<file path="config.mk">
export PLATFORM = sky130hd
export DESIGN_NAME = ctr_step_sequencer
export DESIGN_NICKNAME = d
export VERILOG_FILES = /design/src/rtl/ctr_seq_pkg.sv /design/src/rtl/cmd_fifo.sv /design/src/rtl/ctr_step_sequencer.sv
export SDC_FILE = /design/constraint.sdc
export NUM_CORES = 1
export LEC_CHECK = 0
export BUFFER_PORTS_ARGS = -buffer_cell sky130_fd_sc_hd__buf_2
export CORE_MARGIN = 2
export CORE_UTILIZATION = 57
export DETAILED_ROUTE_END_ITERATION = 7
export GPL_TIMING_DRIVEN = 0
export PLACE_DENSITY = 0.88
export SLEW_MARGIN = 40
export SYNTH_ARGS = -nofsm -noshare
export SYNTH_HDL_FRONTEND = slang
export SYNTH_SLANG_ARGS = --single-unit
</file>
<file path="constraint.sdc">
create_clock -name clk -period 2.9 [get_ports clk]
set_clock_uncertainty 0.05 [all_clocks]
set_input_delay 0.58 -clock clk [delete_from_list [all_inputs] [get_ports clk]]
set_output_delay 0.58 -clock clk [all_outputs]
set_load 0.05 [all_outputs]
</file>
<file path="src/rtl/ctr_seq_pkg.sv">
// Shared types for the counter step sequencer: FSM states, direction codes
// and the queued command layout.
package ctr_seq_pkg;

  typedef enum logic [2:0] {
    ST_IDLE,
    ST_SETUP,
    ST_HIGH,
    ST_LOW,
    ST_HOLD
  } state_t;

  localparam logic DIR_UP = 1'b0;
  localparam logic DIR_DN = 1'b1;

  localparam int CMD_STEP_W = 5;

  typedef struct packed {
    logic                  dir;
    logic [CMD_STEP_W-1:0] steps;
  } cmd_t;

endpackage

</file>
<file path="src/rtl/cmd_fifo.sv">
// Shallow synchronous command FIFO with flush and occupancy level.
// The head entry is read asynchronously so a pop can latch it on the same edge.
module cmd_fifo #(
  parameter int DEPTH  = 4,
  parameter int DATA_W = 6
) (
  input  logic                     clk,
  input  logic                     rst,
  input  logic                     push,
  input  logic [DATA_W-1:0]        wr_data,
  input  logic                     pop,
  input  logic                     flush,
  output logic [DATA_W-1:0]        rd_data,
  output logic [$clog2(DEPTH):0]   level,
  output logic                     full,
  output logic                     empty
);

  localparam int PTR_W = $clog2(DEPTH);

  logic [DATA_W-1:0] mem [DEPTH];
  logic [PTR_W-1:0]  wr_ptr_reg;
  logic [PTR_W-1:0]  rd_ptr_reg;
  logic [PTR_W:0]    level_reg;
  logic              do_push;
  logic              do_pop;

  assign full    = (level_reg == (PTR_W+1)'(DEPTH));
  assign empty   = (level_reg == '0);
  assign do_push = push && !full && !flush;
  assign do_pop  = pop && !empty && !flush;
  assign rd_data = mem[rd_ptr_reg];
  assign level   = level_reg;

  always_ff @(posedge clk) begin
    if (do_push) begin
      mem[wr_ptr_reg] <= wr_data;
    end
  end

  always_ff @(posedge clk) begin
    if (rst || flush) begin
      wr_ptr_reg <= '0;
      rd_ptr_reg <= '0;
      level_reg  <= '0;
    end else begin
      if (do_push) wr_ptr_reg <= wr_ptr_reg + PTR_W'(1);
      if (do_pop)  rd_ptr_reg <= rd_ptr_reg + PTR_W'(1);
      case ({do_push, do_pop})
        2'b10:   level_reg <= level_reg + (PTR_W+1)'(1);
        2'b01:   level_reg <= level_reg - (PTR_W+1)'(1);
        default: level_reg <= level_reg;
      endcase
    end
  end

endmodule

</file>
<file path="src/rtl/ctr_step_sequencer.sv">
// Drives a 5-bit up/down counter's ct/cn inputs from queued (dir, steps)
// commands, keeping a shadow of the value the counter should hold.
module ctr_step_sequencer
  import ctr_seq_pkg::*;
#(
  parameter int WIDTH  = 5,
  parameter int STEP_W = 5,
  parameter int DEPTH  = 4
) (
  input  logic                   clk,
  input  logic                   rst,
  input  logic                   cmd_valid,
  output logic                   cmd_ready,
  input  logic                   cmd_dir,
  input  logic [STEP_W-1:0]      cmd_steps,
  input  logic                   start,
  input  logic                   abort,
  output logic                   ct,
  output logic                   cn,
  output logic                   busy,
  output logic                   done,
  output logic [WIDTH-1:0]       shadow,
  output logic [$clog2(DEPTH):0] fifo_level
);

  state_t             state_reg;
  logic [STEP_W-1:0]  rem_reg;
  logic               ct_reg;
  logic               cn_reg;
  logic               busy_reg;
  logic               done_reg;
  logic [WIDTH-1:0]   shadow_reg;
  logic [WIDTH-1:0]   shadow_next;

  logic               fifo_full;
  logic               fifo_empty;
  logic               push;
  logic               load_cmd;
  logic [STEP_W:0]    head_data;

  // A command is popped on the edge that enters SETUP, so ct is already
  // valid for the whole SETUP cycle.
  always_comb begin
    load_cmd = 1'b0;
    if (!abort) begin
      case (state_reg)
        ST_IDLE: load_cmd = start && !fifo_empty;
        ST_HOLD: load_cmd = !fifo_empty;
        default: load_cmd = 1'b0;
      endcase
    end
  end

  assign push        = cmd_valid && cmd_ready && !abort;
  assign cmd_ready   = !fifo_full;
  assign shadow_next = (ct_reg == DIR_DN) ? shadow_reg - WIDTH'(1)
                                          : shadow_reg + WIDTH'(1);

  cmd_fifo #(
    .DEPTH  (DEPTH),
    .DATA_W (STEP_W + 1)
  ) u_fifo (
    .clk     (clk),
    .rst     (rst),
    .push    (push),
    .wr_data ({cmd_dir, cmd_steps}),
    .pop     (load_cmd),
    .flush   (abort),
    .rd_data (head_data),
    .level   (fifo_level),
    .full    (fifo_full),
    .empty   (fifo_empty)
  );

  always_ff @(posedge clk) begin
    if (rst) begin
      state_reg  <= ST_IDLE;
      rem_reg    <= '0;
      ct_reg     <= 1'b0;
      cn_reg     <= 1'b0;
      busy_reg   <= 1'b0;
      done_reg   <= 1'b0;
      shadow_reg <= '0;
    end else if (abort) begin
      // ct and shadow deliberately keep their values
      state_reg <= ST_IDLE;
      cn_reg    <= 1'b0;
      busy_reg  <= 1'b0;
      done_reg  <= 1'b0;
    end else begin
      done_reg <= 1'b0;
      case (state_reg)
        ST_IDLE: begin
          if (load_cmd) begin
            state_reg <= ST_SETUP;
            busy_reg  <= 1'b1;
            ct_reg    <= head_data[STEP_W];
            rem_reg   <= head_data[STEP_W-1:0];
          end
        end
        ST_SETUP: begin
          if (rem_reg != '0) begin
            state_reg  <= ST_HIGH;
            cn_reg     <= 1'b1;
            shadow_reg <= shadow_next;
          end else begin
            state_reg <= ST_HOLD;
          end
        end
        ST_HIGH: begin
          state_reg <= ST_LOW;
          cn_reg    <= 1'b0;
          rem_reg   <= rem_reg - STEP_W'(1);
        end
        ST_LOW: begin
          if (rem_reg != '0) begin
            state_reg  <= ST_HIGH;
            cn_reg     <= 1'b1;
            shadow_reg <= shadow_next;
          end else begin
            state_reg <= ST_HOLD;
          end
        end
        ST_HOLD: begin
          if (load_cmd) begin
            state_reg <= ST_SETUP;
            ct_reg    <= head_data[STEP_W];
            rem_reg   <= head_data[STEP_W-1:0];
          end else begin
            state_reg <= ST_IDLE;
            busy_reg  <= 1'b0;
            done_reg  <= 1'b1;
          end
        end
        default: begin
          state_reg <= ST_IDLE;
          cn_reg    <= 1'b0;
          busy_reg  <= 1'b0;
        end
      endcase
    end
  end

  assign ct     = ct_reg;
  assign cn     = cn_reg;
  assign busy   = busy_reg;
  assign done   = done_reg;
  assign shadow = shadow_reg;

endmodule

</file>
==> impl_metrics.yaml <==
run_status:
  status: "completed"
worst_setup_path:
  critical_path_arrival_ns: 2.76
  endpoint_kind: "register"
  cp.required_ns: 3.09
  r2r_slack_ns: 0.32
  crit_type: "reg2reg"
  path_max_fanout: 10
  start_kind: "register"
  r2r_end: "u_fifo.level[2]"
  r2r-start: "state_reg[0]"
  r2r_cells: 9
synth:
  syn_avg_cell_area_sq_um: 11.76
  synth_compound_area_share_pct: 10.47
  yosysMostFrequentCell: "dfxtp_1"
  synthCells: 191
  yosysTopAreaCell: "edfxtp_1"
  synth_flop_cell: "dfxtp_1"
  ys_seq_area_share_pct: 55.26
  synth_async_sr_flop_share_pct: 0
  synth_area_leaders: "edfxtp_1, dfxtp_1, mux4_2, ha_1, nor2_1"
  yosys.area_share.simple_pct: 14.37
  ys_top_cells_by_count: "dfxtp_1, nor2_1, edfxtp_1"
  yosys_warnings: 0
  synth.distinct_cells: 42
  syn_area_sq_um: 2246
  synth_top_family_by_area: "simple AND/OR/NAND/NOR gates"
  synthAdderAreaFrac_pct: 6.797
  synth_edf_count: 24
  synth-seq-cells: 50
  muxShareOfSynthArea_pct: 6.462
  synthXorXnorAreaFrac_pct: 2.730
  synth_top_area_share_pct: 32.09
  syn_nets: 213
detailed_routing:
  ant_nets: 0
  num_vias: 1478
  avgViaCountPerCell: 5.474
  totalWireLength_um: 3857
  first_iter_violations: 77
  drc: 0
  wl_per_cell_um: 14.29
  dr.pass1.iters: 4
sta:
  tns_ns: 0
  hold_violations: 0
  tightest_slew_ns: 0.5608
  min_period_ns: 2.575
  setup_slack_ns: 0.3246
  setup_viol: 0
  max_freq_ghz: 0.3883
  timing.final.max_slew_violations: 0
  rsz0062_at_grt: "no"
  relSlewSlack_pct: 62.33
  fin_crit_sh_pct: 88.81
global_routing:
  grt_pass1_wl_um: 6817
  grt_pass1_vias: 1506
  use_met3_pct: 4.561
  grt-ovfl-total: 0
  met1_usage_pct: 25.06
  grt.total_usage_pct: 21.09
  antenna_found_initial: 0
  grt_start_max_net_pins: 17
  grt-busiest-layer: "met2"
  grtUsageMet2_pct: 36.25
die:
  start_util_pct: 60.44
  die_width_um: 66.77
  core-area_sq_um: 3716
  dieArea_sq_um: 4458
  rows: 22
  boundaryPins: 24
  dieHeight_um: 66.77
clock_network:
  root_buffer: "clkbuf_8"
  clk_pin_slew_ns: 0.09
  numCtsBuffers: 5
  cts_resized: 0
  cts_sinks: 50
  ctsHoldBuffers: 0
  cts_buffer_depth: 2
  tritoncts: "done"
  insertion_delay_ns: 0.31
  cts_setup_buffers: 0
  h-tree-depth: 2
worst_hold_path:
  min_from: "cn"
  hold_class: "reg2reg"
  hold_depth: 2
  min_delay_worst_endpoint: "cn"
place:
  globalplace.congestion: 0.7386
  port_buffers: 23
  hpwl_um: 2823
  place_ws_ns: 0.3238
layout:
  nets: 243
  fillers: 281
  largest_reg_flops: 24
  drive_above_1_share_pct: 21.62
  syn2layout_area_growth_pct: 12.03
  n_antenna_cell: 0
power_and_ir_drop:
  power_density_nw_per_um2: 487.0
  peakVddDrop_uv: 384.1
  cellLeakagePower_uw: 0.0009426
job:
  maxCapViolations: 0
report_power, final:
part           switching, uW  internal (uW)  total, uW
sequential              4.67            748        753
combinational           43.2           25.3       68.5
clock                    235            170        404
cells in the final DEF (no fill, tap or decap), types with 2 or more instances in the layout:
master / instances
clkbuf_1: 2
nor2_1: 25
inv_1: 10
o21ai_1: 3
nor3_1: 6
a21o_1: 3
nand2_1: 9
ha_1: 9
buf_2: 24
edfxtp_1: 24
mux4_2: 6
xnor2_1: 4
and2_1: 5
o21bai_1: 3
a21oi_1: 16
or2_1: 3
xor2_1: 3
o21ai_0: 4
fa_1: 2
dfxtp_1: 26
clkbuf_8: 5
or3_1: 2
nor2b_1: 2
buf_6: 3
cells by family after synthesis:
| family | after synthesis |
|---|---|
| adder cells (fa/ha/maj) | 11 |
| flip-flops | 50 |
| AND/OR/NAND/NOR | 62 |
| XOR/XNOR | 7 |
| buffers and inverters | 17 |
| multiplexers | 7 |
| AO/OA/AOI/OAI | 37 |
through the flow:
step	cells	hold slack (ns)	total power, uW	util, %	area [sq um]
floorplan	191	0.4185	812.9	-	2251
global placement	262	0.4083	835.0	65.29	2426
detailed placement	262	0.4162	838.3	65.29	2426
CTS	270	0.4235	1239	67.71	2516
global route	270	0.4211	1273	67.71	2516
finish	270	0.4285	1225	67.71	2516
routing by layer:
layer	vias to the layer above	wire length (um)
met4	0	93
li1	740	-
met5	-	0
met2	29	1943
met3	9	126
met1	700	1694
area by class of cell:
type	instances	area (sq um)	area share [%]
clock inverters	3	21.27	0.8454
plain buffers	6	46.29	1.840
clock buffers	5	68.82	2.735
repair buffers	23	115.1	4.575
multi-input cells	124	922.1	36.65
flip-flops and latches	50	1241	49.33
well taps	48	60.06	2.387
inverters	11	41.29	1.641
how the worst max path moves through the flow:
| stage | start | endpoint | slack (ns) | depth (start not counted) |
|---|---|---|---|---|
| finish | state_reg[0] | u_fifo.level[2] | 0.32 | 9 |
| global route | state_reg[0] | u_fifo.level[2] | 0.13 | 9 |
| CTS | state_reg[0] | u_fifo.level[2] | 0.32 | 9 |
| detailed placement | abort | u_fifo.level[2] | 0.32 | 8 |
| global placement | abort | u_fifo.level[2] | 0.37 | 8 |
| floorplan | u_fifo.level[2] | u_fifo.level[2] | 0.17 | 10 |
worst max-delay path: stages (launching register included):
cell     delay, ns
dfxtp_1       0.35
or2_1         0.26
buf_6         0.15
nor4_4        0.39
ha_1          0.25
inv_1         0.06
fa_1          0.38
xor2_1        0.16
or3_1         0.32
a21oi_1       0.14
No activity file was read; power rests on OpenSTA's default activity.
